**src/rtl/output_buffer_pkg.sv**
```systemverilog
// Shared sizing, mode codes and state encoding for the output buffer slice.
package output_buffer_pkg;
    localparam int N_DIM_ARRAY           = 4;
    localparam int N_DIM_ARRAY_LOG       = 2;
    localparam int OUTPUT_DATA_WIDTH     = 8;
    localparam int MAXIMUM_DILATION_BITS = 8;

    localparam logic [2:0] MODE_FC  = 3'd0;
    localparam logic [2:0] MODE_CNN = 3'd1;
    localparam logic [2:0] MODE_EWS = 3'd3;

    localparam int ROW_W = N_DIM_ARRAY * OUTPUT_DATA_WIDTH;
    localparam int CNT_W = N_DIM_ARRAY_LOG + 1;

    typedef logic signed [OUTPUT_DATA_WIDTH-1:0] word_t;
    typedef enum logic {ST_IDLE, ST_DRAIN} ob_state_e;
endpackage

```
**src/rtl/output_lane_select.sv**
```systemverilog
// Maps the held row onto the beat lanes: lane j carries word ptr+j while j < k, else zero.
module output_lane_select
    import output_buffer_pkg::*;
(
    input  logic [ROW_W-1:0]           words,
    input  logic [N_DIM_ARRAY_LOG-1:0] ptr,
    input  logic [CNT_W-1:0]           k,
    output logic [ROW_W-1:0]           serial_output,
    output logic [N_DIM_ARRAY-1:0]     out_word_mask
);
    logic [N_DIM_ARRAY_LOG-1:0] idx;
    word_t                      lane;

    always_comb begin
        serial_output = '0;
        out_word_mask = '0;
        idx           = '0;
        lane          = '0;
        for (int j = 0; j < N_DIM_ARRAY; j++) begin
            // Word index wraps modulo the row length.
            idx  = ptr + N_DIM_ARRAY_LOG'(j);
            lane = word_t'(words[int'(idx)*OUTPUT_DATA_WIDTH +: OUTPUT_DATA_WIDTH]);
            if (CNT_W'(j) < k) begin
                serial_output[j*OUTPUT_DATA_WIDTH +: OUTPUT_DATA_WIDTH] = lane;
                out_word_mask[j] = 1'b1;
            end
        end
    end
endmodule

```
**src/rtl/output_buffer.sv**
```systemverilog
// Write-back buffer: captures one PE-array row and drains it as masked beats under valid/ready.
module output_buffer
    import output_buffer_pkg::*;
(
    input  logic                             clk,
    input  logic                             reset,
    input  logic                             clear,
    input  logic [2:0]                       mode,
    input  logic                             load,
    output logic                             load_ready,
    input  logic [ROW_W-1:0]                 parallel_output_array,
    input  logic [MAXIMUM_DILATION_BITS-1:0] shift_output_buffer,
    output logic                             out_valid,
    input  logic                             out_ready,
    output logic [ROW_W-1:0]                 serial_output,
    output logic [N_DIM_ARRAY-1:0]           out_word_mask,
    output logic                             busy
);
    ob_state_e                  state_q;
    logic [ROW_W-1:0]           row_q;
    logic [N_DIM_ARRAY_LOG-1:0] ptr_q;
    logic [CNT_W-1:0]           remaining_q;
    logic [CNT_W-1:0]           shift_q;
    logic [CNT_W-1:0]           beat_k;
    logic [CNT_W-1:0]           shift_eff;
    logic                       pass_mode;
    logic                       load_acc;
    logic                       beat_acc;
    logic                       row_done;

    function automatic logic [CNT_W-1:0] clamp_shift(input logic [MAXIMUM_DILATION_BITS-1:0] s);
        if (s == '0)
            return CNT_W'(1);
        if (s > MAXIMUM_DILATION_BITS'(N_DIM_ARRAY))
            return CNT_W'(N_DIM_ARRAY);
        return s[CNT_W-1:0];
    endfunction

    always_comb begin
        pass_mode = 1'b0;
        case (mode)
            MODE_FC, MODE_EWS: pass_mode = 1'b1;
            MODE_CNN:          pass_mode = 1'b0;
            default:           pass_mode = 1'b0;
        endcase
    end

    // Pass-through modes are a whole-row beat, so they reuse the drain path with shift = N.
    assign shift_eff  = pass_mode ? CNT_W'(N_DIM_ARRAY) : clamp_shift(shift_output_buffer);
    assign beat_k     = (shift_q < remaining_q) ? shift_q : remaining_q;
    assign out_valid  = (state_q == ST_DRAIN);
    assign busy       = (state_q == ST_DRAIN);
    assign beat_acc   = out_valid && out_ready;
    assign row_done   = (remaining_q == beat_k);
    assign load_ready = (state_q == ST_IDLE) || (out_ready && (remaining_q <= shift_q));
    assign load_acc   = load && load_ready && !clear;

    always_ff @(posedge clk or negedge reset) begin
        if (!reset) begin
            state_q     <= ST_IDLE;
            row_q       <= '0;
            ptr_q       <= '0;
            remaining_q <= '0;
            shift_q     <= CNT_W'(1);
        end else if (clear) begin
            state_q     <= ST_IDLE;
            row_q       <= '0;
            ptr_q       <= '0;
            remaining_q <= '0;
        end else if (load_acc) begin
            state_q     <= ST_DRAIN;
            row_q       <= parallel_output_array;
            ptr_q       <= '0;
            remaining_q <= CNT_W'(N_DIM_ARRAY);
            shift_q     <= shift_eff;
        end else if (beat_acc) begin
            ptr_q       <= ptr_q + beat_k[N_DIM_ARRAY_LOG-1:0];
            remaining_q <= remaining_q - beat_k;
            if (row_done)
                state_q <= ST_IDLE;
        end
    end

    output_lane_select u_lane_select (
        .words         (row_q),
        .ptr           (ptr_q),
        .k             (beat_k),
        .serial_output (serial_output),
        .out_word_mask (out_word_mask)
    );

    // The mode code steers the datapath, so it must not move while a row is held.
    mode_stable_a: assert property (@(posedge clk) disable iff (!reset)
        (state_q != ST_IDLE) |-> $stable(mode));
endmodule

```
**config.mk**
```make
export PLATFORM = sky130hd
export DESIGN_NAME = output_buffer
export DESIGN_NICKNAME = d
export VERILOG_FILES = /design/src/rtl/output_buffer_pkg.sv /design/src/rtl/output_lane_select.sv /design/src/rtl/output_buffer.sv
export SDC_FILE = /design/constraint.sdc
export NUM_CORES = 1
export LEC_CHECK = 0
export CAP_MARGIN = 20
export CORE_MARGIN = 2
export CORE_UTILIZATION = 49
export CTS_CLUSTER_SIZE = 25
export DETAILED_ROUTE_END_ITERATION = 8
export PLACE_DENSITY = 0.82
export SLEW_MARGIN = 20
export SYNTH_ARGS = -nofsm -noshare
export SYNTH_HDL_FRONTEND = slang
export SYNTH_SLANG_ARGS = --single-unit
```
**constraint.sdc**
```tcl
create_clock -name clk -period 6.69 [get_ports clk]
set_input_delay 0.669 -clock clk [delete_from_list [all_inputs] [get_ports clk]]
set_output_delay 0.669 -clock clk [all_outputs]
set_load 0.01 [all_outputs]
```
==> summary.txt <==
Run status
  • Status: complete, no violations

Synth
  • Top-area cell type share of the netlist area: 34.0%
  • Synth cell count leaders: 40 x dfrtp_1, 34 x nor2b_1, 32 x a22o_1, 32 x mux4_2, 12 x inv_1
  • Async SR Flop Fraction: between 90% and 100%
  • Syn Inst Count: between 200 and 250
  • EDFF count, synth: 0
  • Register bit total from synthesis: a little over 40
  • Count leader, synth: dfrtp_1
  • Sequential share of the synthesized area: a little over a third
  • Ys flop type: dfrtp_1
  • Leading area contributor after synthesis: dfrtp_1
  • Top cells by area, synth: dfrtp_1 34%, mux4_2 24%, a22o_1 9.5%
  • Synth warn: 0
  • Post-Syn Nets: 295
  • Cell variety after synth: 46
  • Cell Area, Synth: 2950 um2
  • Syn Area/Cell: 12.2 um2

Place
  • Placed Cells: 388
  • Count of input and output buffers: 86
  • GP Congestion: 0.809
  • Post-DP HPWL: 4970 um

Power and ir drop
  • Worst VDD drop: 0.115 mV
  • Leak: approximately 1.6 nW
  • PD cells: 183 nW/um2
  • Power Total: 724 uW

STA
  • Worst Skew: 0.00410 ns
  • Fin crit share: 58.6%
  • Worst hold slack: 0.501 ns
  • TNS Setup: 0 ns
  • Max-slew headroom: 32.2%
  • Minimum clock period: 3.92 ns
  • Max Clk Rate: 255 MHz
  • # setup viols final: 0
  • Final-report max-slew violation count: 0
  • RSZ-0062 raised after global routing: false
  • Worst slew pin tran: roughly 1.0 ns
  • Hold Fails Final Rpt: 0

Worst setup path
  • CP startpoint kind: flop
  • Worst setup EP type: primary output
  • Worst-path maximum fanout: 9
  • Setup CP Type: flop to primary output
  • CP arrival: 3.25 ns
  • WP data required: between 6 and 7 ns

Hold path
  • HP Class: input pin to asynchronous set/reset pin

Routing
  • Initial drt markers: 135
  • Antenna violation net count after detailed routing: 0
  • Routed length per instance: 17.7 um
  • Vias: 2346
  • TritonRoute pass-1 iters: 4
  • Number of vias per cell: roughly 6
  • Final wirelength: 7010 um
  • Drc violations: 0

CTS
  • CTS buffer count: 5
  • Hold Buf Count CTS: 0
  • Worst skew pair latency: about 0.29 ns
  • Post-CTS Setup Inserts: 0
  • H-tree levels: 2
  • CTS root buffer: clkbuf_8
  • Post_cts resized: 0
  • CTS clk-pin slew, worst paths: 0.08 ns
  • Sink Count: between 40 and 50
  • Clk buf depth: 2
  • CTS tree: built

Finish
  • Final non-filler cell total: 396
  • Synth-to-Final Area Change: 34.2%
  • Antenna cells: 0
  • Filler instances: roughly 450
  • Fraction of layout cells with a size suffix above 1: a little under a fifth
  • Nets: 374
  • Util after Layout: 67.6%

Floorplanning
  • I/O Pins: 87
  • Die ar.: ~6700 um2
  • Die Y: 81.6 um
  • Row Count: 28
  • Starting Density: 50.4%
  • Core region area: a little under 6000 um2
  • Die Wd: 81.6 um

Global route
  • Initial antenna violation count: 0
  • Number of global-route vias before repair: approximately 2.3k
  • Grt total ovfl: 0
  • First-pass GRT wire length: 11600 um
  • Largest net degree at the start of global routing: 42
  • GR Util All Layers: 23.1%

Flow run
  • Max-cap violation count: 0
==> cell families (layout without fill, tap and decap cells) <==
kind of cell	after synthesis	in the layout	synth area share (%)
AO/OA/AOI/OAI	59	59	18.0
XOR/XNOR	3	3	0.892
adder cells (fa/ha/maj)	6	6	2.55
buffers and inverters	29	109	4.67
flip-flops	41	41	34.8
multiplexers	36	36	26.0
AND/OR/NAND/NOR	67	67	13.0
==> area by class of cell <==
class	instances	area, um2	area share [%]
multi-input cells	171	1790	45.4
flip-flops and latches	41	1030	26.0
repair buffers	89	878	22.2
well taps	75	93.8	2.37
clock buffers	7	86.3	2.18
inverters	12	45.0	1.14
clock inverters	1	30.0	0.759
==> metal layers <==
metal  global-route usage, %  wire length, um  vias to the layer above
met3                    2.97              350                        7
met1                    31.2             2920                     1179
met4                    7.80               91                        0
met5                       0                0                        -
met2                    38.8             3650                       74
li1                        -                -                     1086
==> placed cells by master (no fill, tap or decap), drive strengths merged, types with 4 or more instances in the layout <==
master / Yosys / layout
a21oi: 6 / 6
a22o: 32 / 32
buf: 15 / 4
clkbuf: 2 / 7
clkdlybuf4s50: 0 / 85
dfrtp: 40 / 40
ha: 6 / 6
inv: 12 / 12
mux2: 4 / 4
mux4: 32 / 32
nand2: 11 / 11
nor2: 7 / 7
nor2b: 35 / 35
o21ai: 4 / 4
==> power breakdown <==
| part | internal, mW | switching, mW |
|---|---|---|
| Combinational | 0.122 | 0.105 |
| Clock | 0.122 | 0.0856 |
| Sequential | 0.265 | 0.0255 |
| Total | 0.508 | 0.216 |
==> final timing paths <==
check,startpoint,slack (ns),endpoint,depth (start not counted)
setup / recovery,remaining_q[1],2.77,serial_output[13],7
min in group clk,row_q[5],0.58,row_q[5],1
hold reg to reg,row_q[5],0.58,row_q[5],1
hold / removal,reset,0.50,remaining_q[2],1
setup reg to reg,remaining_q[2],3.45,remaining_q[2],12
max in group asynchronous,reset,5.57,ptr_q[0],1
==> critical path, stage by stage (launching register included) <==
cell             delay (ns)
dfrtp_1                0.51
ha_1                   0.38
nor2b_4                0.15
o31ai_4                0.29
nor2_1                 0.22
o31ai_2                0.75
nor2b_1                0.15
clkdlybuf4s50_1        0.52
==> metrics by stage <==
stage               worst slack [ns]  instance area (um2)
finish                          2.77                 3960
global route                    2.54                 3960
CTS                             2.66                 3950
detailed placement              3.03                 3830
global placement                3.15                 3830
floorplan                       3.92                 2950
==> state kept, by name (all words and copies together), names as in the netlist <==
register	cells
row_q	32
remaining_q	3
shift_q	3
ptr_q	2
busy	1
Note: power is estimated with default switching activity, not from simulation.
